File: src/rtl/reg_dump_ctrl.sv
// rtl/reg_dump_ctrl.sv - freezes the pipeline and streams every register LSB-first as bytes
// Optional feature macro: REG_DUMP_HEADER_EN (sends a 0xA5 header byte before the registers)
module reg_dump_ctrl #(
  parameter int INST_SZ   = 32,
  parameter int REG_SZ    = 5,
  parameter int DRAIN_CYC = 2
) (
  input  logic               i_clk,
  input  logic               i_reset,
  input  logic               i_dump_req,
  input  logic [INST_SZ-1:0] i_reg,
  input  logic               i_tx_ready,
  output logic [REG_SZ-1:0]  o_debug_addr,
  output logic               o_enable,
  output logic [7:0]         o_tx_data,
  output logic               o_tx_valid,
  output logic               o_busy,
  output logic               o_done
);

  localparam int NB = INST_SZ / 8;
  localparam int BCW = (NB > 1) ? $clog2(NB) : 1;
  localparam logic [BCW-1:0] LAST_BYTE = BCW'(NB - 1);
  localparam logic [3:0] DRAIN_LAST = 4'(DRAIN_CYC - 1);

  typedef enum logic [2:0] {IDLE, DRAIN, HEADER, LOAD, SEND, DONE} state_t;

  state_t             state;
  logic [3:0]         drain_cnt;
  logic [BCW-1:0]     byte_cnt;
  logic [INST_SZ-1:0] shreg;

  // Single FSM: all outputs are registered and change on the same edge as the state.
  // In HEADER and SEND o_tx_valid is always 1, so i_tx_ready alone marks the handshake.
  always_ff @(posedge i_clk or negedge i_reset) begin
    if (!i_reset) begin
      state        <= IDLE;
      drain_cnt    <= '0;
      byte_cnt     <= '0;
      shreg        <= '0;
      o_debug_addr <= '0;
      o_enable     <= 1'b1;
      o_tx_data    <= '0;
      o_tx_valid   <= 1'b0;
      o_busy       <= 1'b0;
      o_done       <= 1'b0;
    end else begin
      case (state)
        IDLE: begin
          if (i_dump_req) begin
            state     <= DRAIN;
            o_enable  <= 1'b0;
            o_busy    <= 1'b1;
            drain_cnt <= '0;
          end
        end
        DRAIN: begin
          if (drain_cnt == DRAIN_LAST) begin
            drain_cnt <= '0;
`ifdef REG_DUMP_HEADER_EN
            state      <= HEADER;
            o_tx_valid <= 1'b1;
            o_tx_data  <= 8'hA5;
`else
            state      <= LOAD;
`endif
          end else begin
            drain_cnt <= drain_cnt + 4'd1;
          end
        end
`ifdef REG_DUMP_HEADER_EN
        HEADER: begin
          if (i_tx_ready) begin
            state      <= LOAD;
            o_tx_valid <= 1'b0;
          end
        end
`endif
        LOAD: begin
          state      <= SEND;
          o_tx_valid <= 1'b1;
          o_tx_data  <= i_reg[7:0];
          shreg      <= i_reg >> 8;
          byte_cnt   <= '0;
        end
        SEND: begin
          if (i_tx_ready) begin
            if (byte_cnt == LAST_BYTE) begin
              o_tx_valid <= 1'b0;
              if (&o_debug_addr) begin
                state        <= DONE;
                o_done       <= 1'b1;
                o_debug_addr <= '0;
              end else begin
                state        <= LOAD;
                o_debug_addr <= o_debug_addr + REG_SZ'(1);
              end
            end else begin
              o_tx_data <= shreg[7:0];
              shreg     <= shreg >> 8;
              byte_cnt  <= byte_cnt + BCW'(1);
            end
          end
        end
        DONE: begin
          state    <= IDLE;
          o_done   <= 1'b0;
          o_enable <= 1'b1;
          o_busy   <= 1'b0;
        end
        default: begin
          state      <= IDLE;
          o_enable   <= 1'b1;
          o_tx_valid <= 1'b0;
          o_busy     <= 1'b0;
          o_done     <= 1'b0;
        end
      endcase
    end
  end

endmodule

File: config.mk
export PLATFORM = sky130hd
export DESIGN_NAME = reg_dump_ctrl
export DESIGN_NICKNAME = d
export VERILOG_FILES = /design/src/rtl/reg_dump_ctrl.sv
export SDC_FILE = /design/constraint.sdc
export NUM_CORES = 1
export LEC_CHECK = 0
export CAP_MARGIN = 20
export CORE_AREA = 2 2 58 100
export DETAILED_ROUTE_END_ITERATION = 10
export DIE_AREA = 0 0 60 102
export PLACE_DENSITY = 0.84
export SLEW_MARGIN = 20
export SYNTH_ARGS = -nofsm -noshare
export SYNTH_HDL_FRONTEND = slang
export SYNTH_SLANG_ARGS = --single-unit
File: constraint.sdc
create_clock -name i_clk -period 3 [get_ports i_clk]
set_input_delay 0.45 -clock i_clk [delete_from_list [all_inputs] [get_ports i_clk]]
set_output_delay 0.45 -clock i_clk [all_outputs]
set_load 0.02 [all_outputs]
* Yosys cells after proc, flatten, opt, wreduce, memory -nomap -nowiden
Cells that the tools add are included.
** Storage, ports and cells
- Bits in registers :: 58
- Output and inout port bits :: 17
- Word-level logic and storage cells :: 72
** Cells by class
- Add/subtract/negate cells :: 3
- Eq/ne operators :: 12
- Mux-type cells :: 30
- Bitwise logic cells :: 3
- Reduce and logical (&&, ||, !) cells :: 14
** Operators by type and width (count)
- 2-to-1 mux 32 bit :: 2
- one-hot mux 32 bit (2 select lines) :: 1
- 2-to-1 mux 8 bit :: 2
- one-hot mux 8 bit (2 select lines) :: 1
- 2-to-1 mux 3 bit :: 5
- != test 2 bit (second input constant) :: 6
- one-hot mux 3 bit (4 select lines) :: 1
- AND reduction 3 bit :: 3
- OR reduction 3 bit :: 3
- 2-to-1 mux 4 bit :: 2
- one-hot mux 4 bit (2 select lines) :: 1
- AND reduction 4 bit :: 2
- 2-to-1 mux 1 bit :: 7
- equality test 3 bit (second input constant) :: 2
- one-hot mux 1 bit (2 select lines) :: 3
- adder 5 x 1 -> 5 bit (second input constant) :: 1
- 2-to-1 mux 5 bit :: 1
- AND reduction 5 bit :: 1
- adder 4 x 1 -> 4 bit (second input constant) :: 1
- equality test 4 x 1 -> 1 bit (second input constant) :: 1
- 2-to-1 mux 2 bit :: 2
- one-hot mux 2 bit (2 select lines) :: 1
- AND reduction 2 bit :: 2
- nonzero test 2 bit :: 2
- 7 further kinds :: 9

* Logic depth before layout (Yosys ltp)
- Word-level depth :: 5
- Gate-level depth with buffers :: 6
- Mapped depth without buffers :: 6

* Worst setup path after synthesis
OpenSTA, ideal clock, no wires.
- Path type :: flip-flop to flip-flop
- From :: register state[1]
- To :: register o_tx_data[7]
- Setup time :: 0.125 ns
- Arrival :: 1.580 ns
- Setup slack :: 1.295 ns
- Stages on the path, launching flop included :: 7
- Buffers on the path :: 3
- Clock period less this slack :: 1.705 ns
- Path through :: dfrtp_1 > buf_4 > nor3b_2 > buf_4 > buf_6 > mux2_2 > mux2_4
** Between the ends
- Longest elaborated chain between the ends :: 3
- Elaborated cells on any way between the ends :: 7
- Classes of those cells :: 4 x eq/ne; 1 x mux; 2 x reduce/logical
** Ends and longest elaborated chain
- start, declared :: RTL line 28 : state_t state;
- start signal, assigned :: RTL line 37 : state <= IDLE;
- start signal, assigned :: RTL line 51 : state <= DRAIN;
- start signal, assigned :: RTL line 65 : state <= LOAD;
- equality test 3 bit or equality test 3 x 2 -> 1 bit (tied branches) :: RTL line 48 : case (state)
- != test 2 bit (no line) or nonzero test 2 bit (tied branches)
- AND reduction 3 bit (no line)
- end signal, assigned :: RTL line 82 : o_tx_data <= i_reg[7:0];
- end signal, assigned :: RTL line 99 : o_tx_data <= shreg[7:0];
- end, declared :: RTL line 15 : output logic [7:0] o_tx_data,
Parallel ways exist; a longest one is shown, timed or not.
A chain may end at the register's enable or synchronous reset.

* Worst setup path in the final report
- From :: register state[0]
- To :: register shreg[4]
** Between the ends
- Longest elaborated chain between the ends :: 3
- Elaborated cells on any way between the ends :: 7
- Classes of those cells :: 4 x eq/ne; 1 x mux; 2 x reduce/logical
** Ends and longest elaborated chain
- equality test 3 bit or equality test 3 x 2 -> 1 bit (tied branches) :: RTL line 48
- != test 2 bit (no line) or nonzero test 2 bit (tied branches)
- AND reduction 3 bit (no line)
- end signal, assigned :: RTL line 83 : shreg <= i_reg >> 8;
- end signal, assigned :: RTL line 100 : shreg <= shreg >> 8;
- end, declared :: RTL line 31 : logic [INST_SZ-1:0] shreg;
Parallel ways exist; a longest one is shown, timed or not.

==> flow_summary.json <==
{
  "die_x_um": 60,
  "first_global_vias": 1805,
  "internal_power_mw": 1.868,
  "area_delta_synth_final_pct": 24.56,
  "route.detailed.drc": 0,
  "max_freq_mhz": 468.3,
  "seqPwrFrac": 0.423,
  "drive_gt1_frac": 0.2810,
  "ys.flop_type": "dfrtp_1",
  "floorplan.die.height_um": 102,
  "ios": 53,
  "post_drt_wl_per_cell_um": 15.70,
  "cts_resized": 0,
  "fin_crit_ns": 2.135,
  "grt_pass1_wl_um": 8073,
  "cp_max_fo": 26,
  "synth_nets": 233,
  "holdWs_ns": 0.1540,
  "nets": 284,
  "core_mm2": 0.005299,
  "rsz0062_at_grt": "false",
  "clock_skew_ns": 0.01140,
  "cts_buffers": 5,
  "io_buffer_count": 52,
  "drv_slew": 0,
  "gp_congestion": 0.7820,
  "grt_start_max_net_pins": 51,
  "critPathArrivalTime_ns": 2.33,
  "start_kind": "flop",
  "hold_class": "primary input to async pin",
  "start_util": 0.4817,
  "grt_antenna_before_repair": 0,
  "peakVddDrop_uv": 641.2,
  "tritoncts": "built",
  "vias": 1732,
  "tightestPinTransition_ns": 0.7031,
  "placed_area_mm2": 0.003093,
  "fin_setup_tns_ns": 0,
  "finalSetupViolations": 0,
  "p_switching_uw": 929.1,
  "crit_start": "state[0]$_DFFE_PN0P_",
  "die_area_mm2": 0.006120,
  "grt_overflow": 0,
  "run_status": "complete, no violations",
  "layout_commonest_cell": "clkdlybuf4s50_1",
  "diodes": 0,
  "fillers": 441,
  "syn_avg_cell_area_um2": 13.36,
  "cp.required_ns": 3.19,
  "hold_buffers": 0,
  "path_class": "flop to flop",
  "htree_levels": 2,
  "detail-route-antenna-nets": 0,
  "combinationalPowerShare": 0.443,
  "netlist.top_cell.by_area": "dfrtp_1",
  "wl_um": 4960,
  "hold_viol": 0,
  "cts_setup_buffers": 0,
  "maxCapViolCount": 0,
  "synth_edf_count": 0,
  "final_cell_mix": "clkdlybuf4s50_1, dfrtp_1, mux2_2, mux2_4, a22o_1",
  "syn_area_mm2": 0.002552,
  "synthCells": 191,
  "p_leak_nw": 1.359,
  "synth_top_area_frac": 0.4804,
  "clk_pin_slew_ns": 0.09,
  "yosys-top-cells-area": "dfrtp_1, mux2_2, mux2_4, a22o_1, ha_1",
  "ys_ff_latch": 50,
  "p_clk_frac": 0.134,
  "dp_hpwl_um": 3489,
  "ys_async_sr_fraction": 1.000,
  "post-route-cell-area_mm2": 0.003179,
  "synth_cell_type_count": 38,
  "period_share": 0.7118,
  "ys_seq_area_frac": 0.4907,
  "synth_warnings": 0,
  "insertion_delay_ns": 0.30,
  "maxSlewHeadroom": 0.5291,
  "cts_root_buffer": "clkbuf_8",
  "drtPass1Iterations": 4,
  "rows": 35,
  "clock_path_buffers": 2,
  "sw_frac_of_total": 0.3322,
  "vias_per_cell": 5.481,
  "p_per_area_mw_per_mm2": 879.7,
  "grt_use_total": 0.1733,
  "cts_sinks": 50,
  "drt_iter0_markers": 46,
  "end_kind": "flop",
  "rr_startpoint": "state[0]$_DFFE_PN0P_"
}
-- power groups by stage --
| stage | clock network, mW | registers, mW | logic [mW] |
|---|---|---|---|
| after floorplan | 0 | 1.20 | 0.889 |
| after global placement | 0 | 1.18 | 1.21 |
| after detailed placement | 0 | 1.19 | 1.24 |
| after CTS | 0.388 | 1.18 | 1.25 |
| after global routing | 0.420 | 1.23 | 1.34 |
| final | 0.376 | 1.18 | 1.24 |
-- kinds of logic after synthesis --
group           after synthesis  synth area share
mux                          53            0.2593
flops                        50            0.4907
simple gates                 34           0.07941
compound gates               31           0.09461
buf+inv                      17           0.04656
fa+ha+maj                     6           0.02941
-- critical path, stage by stage (launching register included) --
cell	delay, ns
dfrtp_1	0.54
nor3b_4	0.26
buf_4	0.26
a31o_1	0.18
buf_4	0.40
mux2_2	0.39
-- synthesized netlist by cell type (all sizes together) (2+ instances only) --
master  count
a21oi       2
a22o       10
a31oi       2
and3        2
and3b       2
buf        10
dfrtp      49
ha          6
inv         6
mux2       51
mux2i       2
nand2       5
nand2b      2
nand3       2
nor2        6
nor2b       4
nor3b       3
o21ai       5
o31ai       4
o41ai       3
or2         2
or3b        2
-- flip-flops by register name, summed over array words and instances (netlist names) --
signal and cells:
state 3, drain_cnt 4, o_tx_data 8, o_debug_addr 5, shreg 24, o_enable 1, byte_cnt 2, o_busy 1
o_done 1, o_tx_valid 1
-- path summary, 6_finish.rpt --
kind                       depth (start not counted)                       end  slack (ns)
setup reg to reg                                   5      shreg[4]$_DFFE_PN0P_        0.86
setup / recovery                                   5      shreg[4]$_DFFE_PN0P_        0.86
min in group i_clk                                 1   byte_cnt[0]$_DFFE_PN0P_        0.50
hold reg to reg                                    1   byte_cnt[0]$_DFFE_PN0P_        0.50
max in group asynchronous                          1      shreg[8]$_DFFE_PN0P_        2.41
hold / removal                                     1  o_tx_data[7]$_DFFE_PN0P_        0.15
-- layer usage --
layer | wire (um) | global-route usage | vias to the layer above
li1 | - | - | 804
met1 | 2104 | 0.2195 | 882
met2 | 2629 | 0.2943 | 42
met3 | 179 | 0.03291 | 4
met4 | 46 | 0.05299 | 0
met5 | 0 | 0 | -
-- area by class of cell --
type                    instances  area [um2]  area share
inverters                       6       22.52    0.007084
multi-input cells             124        1187      0.3735
clock buffers                   5       68.82     0.02165
repair buffers                 55       540.5      0.1700
well taps                      74       92.59     0.02912
clock inverters                 2       15.01    0.004723
flip-flops and latches         50        1252      0.3939
-- metrics by stage --
step | worst slack (ns) | cells | total power, mW | util
6_report | 0.8645 | 316 | 2.797 | 0.6000
5_1_grt | 0.7368 | 316 | 2.984 | 0.6000
4_1_cts | 0.8747 | 316 | 2.822 | 0.5995
3_5_place_dp | 0.8772 | 309 | 2.436 | 0.5837
3_3_place_gp | 0.9431 | 309 | 2.394 | 0.5837
2_1_floorplan | 1.295 | 191 | 2.094 | -
(Power assumes the default switching activity.)
